### config.mk
export PLATFORM = sky130hd
export DESIGN_NAME = mux_lut_loader
export DESIGN_NICKNAME = d
export VERILOG_FILES = /design/src/rtl/mux_lut_loader_pkg.sv /design/src/rtl/mux_lut_match.sv /design/src/rtl/mux_lut_loader.sv
export SDC_FILE = /design/constraint.sdc
export NUM_CORES = 1
export LEC_CHECK = 0
export BUFFER_PORTS_ARGS = -buffer_cell sky130_fd_sc_hd__buf_4
export CORE_AREA = 2 2 39 41
export DETAILED_ROUTE_END_ITERATION = 16
export DIE_AREA = 0 0 41 43
export PLACE_DENSITY = 0.67
export REMOVE_ABC_BUFFERS = 1
export SLEW_MARGIN = 20
export SYNTH_ARGS = -nofsm -noshare
export SYNTH_HDL_FRONTEND = slang
export SYNTH_SLANG_ARGS = --single-unit
### constraint.sdc
create_clock -name clk -period 1.5 [get_ports clk]
set_input_delay 0.375 -clock clk [delete_from_list [all_inputs] [get_ports clk]]
set_output_delay 0.375 -clock clk [all_outputs]
set_load 0.005 [all_outputs]
### src/rtl/mux_lut_loader_pkg.sv
// Shared width helpers for the mux_lut loader slice.
// Keeps index/count sizing identical between loader and matcher.
package mux_lut_loader_pkg;

  function automatic int idx_w(input int nr);
    return (nr > 1) ? $clog2(nr) : 1;
  endfunction

  function automatic int cnt_w(input int nr);
    return $clog2(nr + 1);
  endfunction

endpackage

### src/rtl/mux_lut_match.sv
// Combinational key compare over occupied table entries.
// Reports any hit plus the lowest-index hit.
module mux_lut_match
  import mux_lut_loader_pkg::*;
#(
  parameter int NR = 2,
  parameter int KW = 1,
  localparam int IW = idx_w(NR)
) (
  input  logic [NR*KW-1:0] keys,
  input  logic [NR-1:0]    occ,
  input  logic [KW-1:0]    key,
  output logic             match,
  output logic [IW-1:0]    match_idx
);

  // Scan downward so the lowest index wins.
  always_comb begin
    match     = 1'b0;
    match_idx = '0;
    for (int i = NR - 1; i >= 0; i--) begin
      if (occ[i] && keys[i*KW +: KW] == key) begin
        match     = 1'b1;
        match_idx = IW'(i);
      end
    end
  end

endmodule

### src/rtl/mux_lut_loader.sv
// Writable key/value table driving a lookup mux's packed lut bus.
// Appends new keys in order, updates existing keys in place.
module mux_lut_loader
  import mux_lut_loader_pkg::*;
#(
  parameter int          NR      = 2,
  parameter int          KW      = 1,
  parameter int          DW      = 1,
  parameter logic [KW-1:0] RST_KEY = '0,
  localparam int         EW      = KW + DW,
  localparam int         CW      = cnt_w(NR),
  localparam int         IW      = idx_w(NR)
) (
  input  logic               clk,
  input  logic               rst_n,
  input  logic               clr,
  input  logic               in_valid,
  output logic               in_ready,
  input  logic [KW-1:0]      in_key,
  input  logic [DW-1:0]      in_val,
  output logic [NR*EW-1:0]   lut,
  output logic [CW-1:0]      count,
  output logic               full,
  output logic               wr_hit
);

  logic [NR-1:0][KW-1:0] keys_q, keys_d;
  logic [NR-1:0][DW-1:0] vals_q, vals_d;
  logic [NR-1:0]         occ_q, occ_d;
  logic [CW-1:0]         cnt_q, cnt_d;
  logic                  hit_q, hit_d;
  logic                  match;
  logic [IW-1:0]         match_idx;
  logic                  accept;

  mux_lut_match #(
    .NR (NR),
    .KW (KW)
  ) u_match (
    .keys      (keys_q),
    .occ       (occ_q),
    .key       (in_key),
    .match     (match),
    .match_idx (match_idx)
  );

  assign full     = (cnt_q == CW'(NR));
  assign in_ready = !clr && (match || !full);
  assign accept   = in_valid && in_ready;

  always_comb begin
    keys_d = keys_q;
    vals_d = vals_q;
    occ_d  = occ_q;
    cnt_d  = cnt_q;
    hit_d  = 1'b0;
    if (clr) begin
      for (int i = 0; i < NR; i++) begin
        keys_d[i] = RST_KEY;
        vals_d[i] = '0;
      end
      occ_d = '0;
      cnt_d = '0;
    end else if (accept) begin
      if (match) begin
        hit_d = 1'b1;
        for (int i = 0; i < NR; i++)
          if (IW'(i) == match_idx)
            vals_d[i] = in_val;
      end else begin
        // No hole can exist, so count is the next free slot.
        for (int i = 0; i < NR; i++) begin
          if (CW'(i) == cnt_q) begin
            keys_d[i] = in_key;
            vals_d[i] = in_val;
            occ_d[i]  = 1'b1;
          end
        end
        cnt_d = cnt_q + CW'(1);
      end
    end
  end

  always_ff @(posedge clk or negedge rst_n) begin
    if (!rst_n) begin
      for (int i = 0; i < NR; i++) begin
        keys_q[i] <= RST_KEY;
        vals_q[i] <= '0;
      end
      occ_q <= '0;
      cnt_q <= '0;
      hit_q <= 1'b0;
    end else begin
      keys_q <= keys_d;
      vals_q <= vals_d;
      occ_q  <= occ_d;
      cnt_q  <= cnt_d;
      hit_q  <= hit_d;
    end
  end

  for (genvar n = 0; n < NR; n++) begin : g_lut
    assign lut[EW*n +: EW] = {keys_q[n], vals_q[n]};
  end

  assign count  = cnt_q;
  assign wr_hit = hit_q;

endmodule

==> results.md <==
* Status: complete, but fails checks
* Failing checks: setup timing
* Minimum clock period at 1705 ps
* FF+latch count, synth at 9
* Antenna violations before repair at 0
* Wirelength per Cell at roughly 13 microns
* Global-route wire length before repair at just under 2 mm
* CP required at between 1000 and 1500 ps
* Mapped Cells at 56
* Vias in the first global route at approximately 480
* Layout cells sized above 1 at 0.5484
* Worst-case clock skew at 0.1459 ps
* Starting Density at 0.3942
* Cell taking the most area after synthesis: dfrtp_1
* CTS tree: built
* TritonCTS Sinks at 9
* Die width at between 40 and 50 microns
* Worst-Skew Late Latency at around 260 ps
* Io pins at 15
* Fin worst setup slack at -205.1 ps
* Top cells by area, synth: dfrtp_1 (41%), mux2i_1 (9.2%), ha_1 (6.9%), nand2b_1 (6.9%), nor2_1 (4.1%)
* Synthesized area at ~550 sq um
* # diodes at 0
* Data arrival, critical path at between 1000 and 1500 ps
* PD cells at about 840 mW/mm^2
* Critical path class: register to output pin
* Drt total wl at around 1.4 mm
* Post-route ant nets at 0
* Clock Tree Buf Depth at 2
* First-pass DRT Iterations at 4
* Gr ovfl total at 0
* Hold Vio Cnt, Final at 0
* Die extent in y at 43 microns
* Finished Layout Cells at between 100 and 150
* Final period util at 1.137
* # placed instances at 94
* Worst setup SP type: register
* Yosys top cell area share at 0.4128
* Cts bufs inserted at 3
* H-tree levels at 1
* Pin count of the biggest net entering global routing at 14
* Unique masters post-synth at 23
* Final net count at approximately 100
* Maximum fanout along the worst path at 4
* Hold Crit Class: input pin to register
* Fin. max-slew vios at 0
* Via density at about 5.0
* Die ar. at around 0.0018 sq mm
* MaxCap Viol Count at 0
* Post-DP HPWL at about 900 microns
* Syn. warnings at 0
* Gpl congestion at about 0.7
* Port bufs at 14
* Via count at approximately 550
* Clock tree root buffer cell: clkbuf_4
* Seq/Total Area, Yosys at 0.4128
* Average size of a mapped cell at approximately 9.7 sq um
* Fmax at approximately 600 MHz
* CP endpoint kind: output pin
* CORE AREA at between 0.001 and 0.0015 sq mm
* RSZ-0062 raised after global routing: true
* Post-Place Worst Slack at -7.710 ps
* Reg clk slew, reported paths at about 60 ps
* Num rows at 14
* Tightest Pin Transition at roughly 290 ps
* Number of setup violations in the final report at 7
* Tot Pwr at about 0.00076 W
* Rel. slew slack at 0.8033
* DRT iter0 DRCs at 10
* GR Util All Layers at 0.1690
* Peak supply drop at ~420 uV
* LEAKAGE at about 0.45 nW
* Remaining DRCs at 0
* Area Growth Syn to Fin at 67.20%
routing by layer:
metal,global-route usage,share of wire,vias up
met1,0.1980,0.42,264
met3,0.03141,0.046,4
met4,0.1200,0.023,0
met2,0.2594,0.51,13
li1,-,-,264
met5,0,0,-
placed cells by master, fill, tap and decap left out, types with 2 or more instances in the layout:
master    synthesis  routed
dfrtp_1           9       9
a21oi_2           1       3
nand2_1           3       2
clkbuf_4          0       3
nor2_1            6       6
buf_6             0       5
inv_1             5       3
nand2b_1          6       5
mux2i_1           5       5
inv_2             1       3
buf_4             1      29
ha_1              3       2
critical path: stages, from the launching register on:
cell and delay (ps):
dfrtp_1 420, a221o_1 370, nand2_2 100, a21oi_2 50
buf_4 130
layout make-up:
class                   instances  area, sq um
inverters                       6        22.52
flip-flops and latches          9        225.2
repair buffers                 35        284.0
fillers                       108        471.7
multi-input cells              39        334.1
clock buffers                   4        26.28
well taps                      16        20.02
stage by stage:
stage / util / cell area (sq um) / hold WS [ps] / setup TNS (ps)
final: 0.6591 / 912.1 / 369.6 / -534.2
after global routing: 0.6591 / 912.1 / 374.6 / -1058
after CTS: 0.5796 / 802.0 / 372.7 / -248.6
after detailed placement: 0.5307 / 734.5 / 209.2 / -7.710
after global placement: 0.5307 / 734.5 / 207.9 / 0
after floorplan: - / 534.3 / 79.41 / -19.51
state kept, by name, summed over array words and instances (netlist names):
signal and count:
count 2, wr_hit 1, lut 4, occ_q 2
worst paths after layout:
check | to | slack, ps | from | cells after the start
worst max-delay path | in_ready | -210 | occ_q[0] | 4
max in group asynchronous | lut[3] | 890 | rst_n | 2
worst min-delay path | wr_hit | 370 | clr | 2
worst max register to register | count[0] | -120 | occ_q[0] | 5
worst min register to register | lut[0] | 540 | lut[0] | 2
min in group asynchronous | wr_hit | 470 | rst_n | 2
what timing repair did:
| action | CTS | global route |
|---|---|---|
| endpoints found under the setup margin | 2 | 7 |
| pin swaps | 3 | 6 |
| hold buffers | 1 | 0 |
| buffers inserted | 3 | 7 |
| hold endpoints to repair | 9 | 0 |
| gates resized for setup | 3 | 14 |
Yosys cell counts:
library cell  count
a211oi_2          1
a21oi_1           3
a21oi_2           1
a221o_1           1
a22o_1            1
a22oi_1           1
a31oi_1           1
buf_4             1
clkbuf_1          1
dfrtp_1           9
ha_1              3
inv_1             5
inv_2             1
mux2_1            1
mux2i_1           5
nand2_1           3
nand2b_1          6
nand3_1           1
nand3b_1          1
nor2_1            6
nor3b_1           1
o21ba_2           1
xnor2_1           2
power breakdown:
part	internal [W]	switching, W
Combinational	0.000168	0.000123
Clock	0.000103	0.0000895
Sequential	0.000263	0.0000165
Total	0.000534	0.000229
cells by family after synthesis:
kind of cell / Yosys count / synth area share
adder cells (fa/ha/maj): 3 / 0.06881
AO/OA/AOI/OAI: 10 / 0.1445
AND/OR/NAND/NOR: 18 / 0.1674
XOR/XNOR: 2 / 0.03212
buffers and inverters: 8 / 0.06192
multiplexers: 6 / 0.1124
flip-flops: 9 / 0.4129
(Power assumes the default switching activity.)
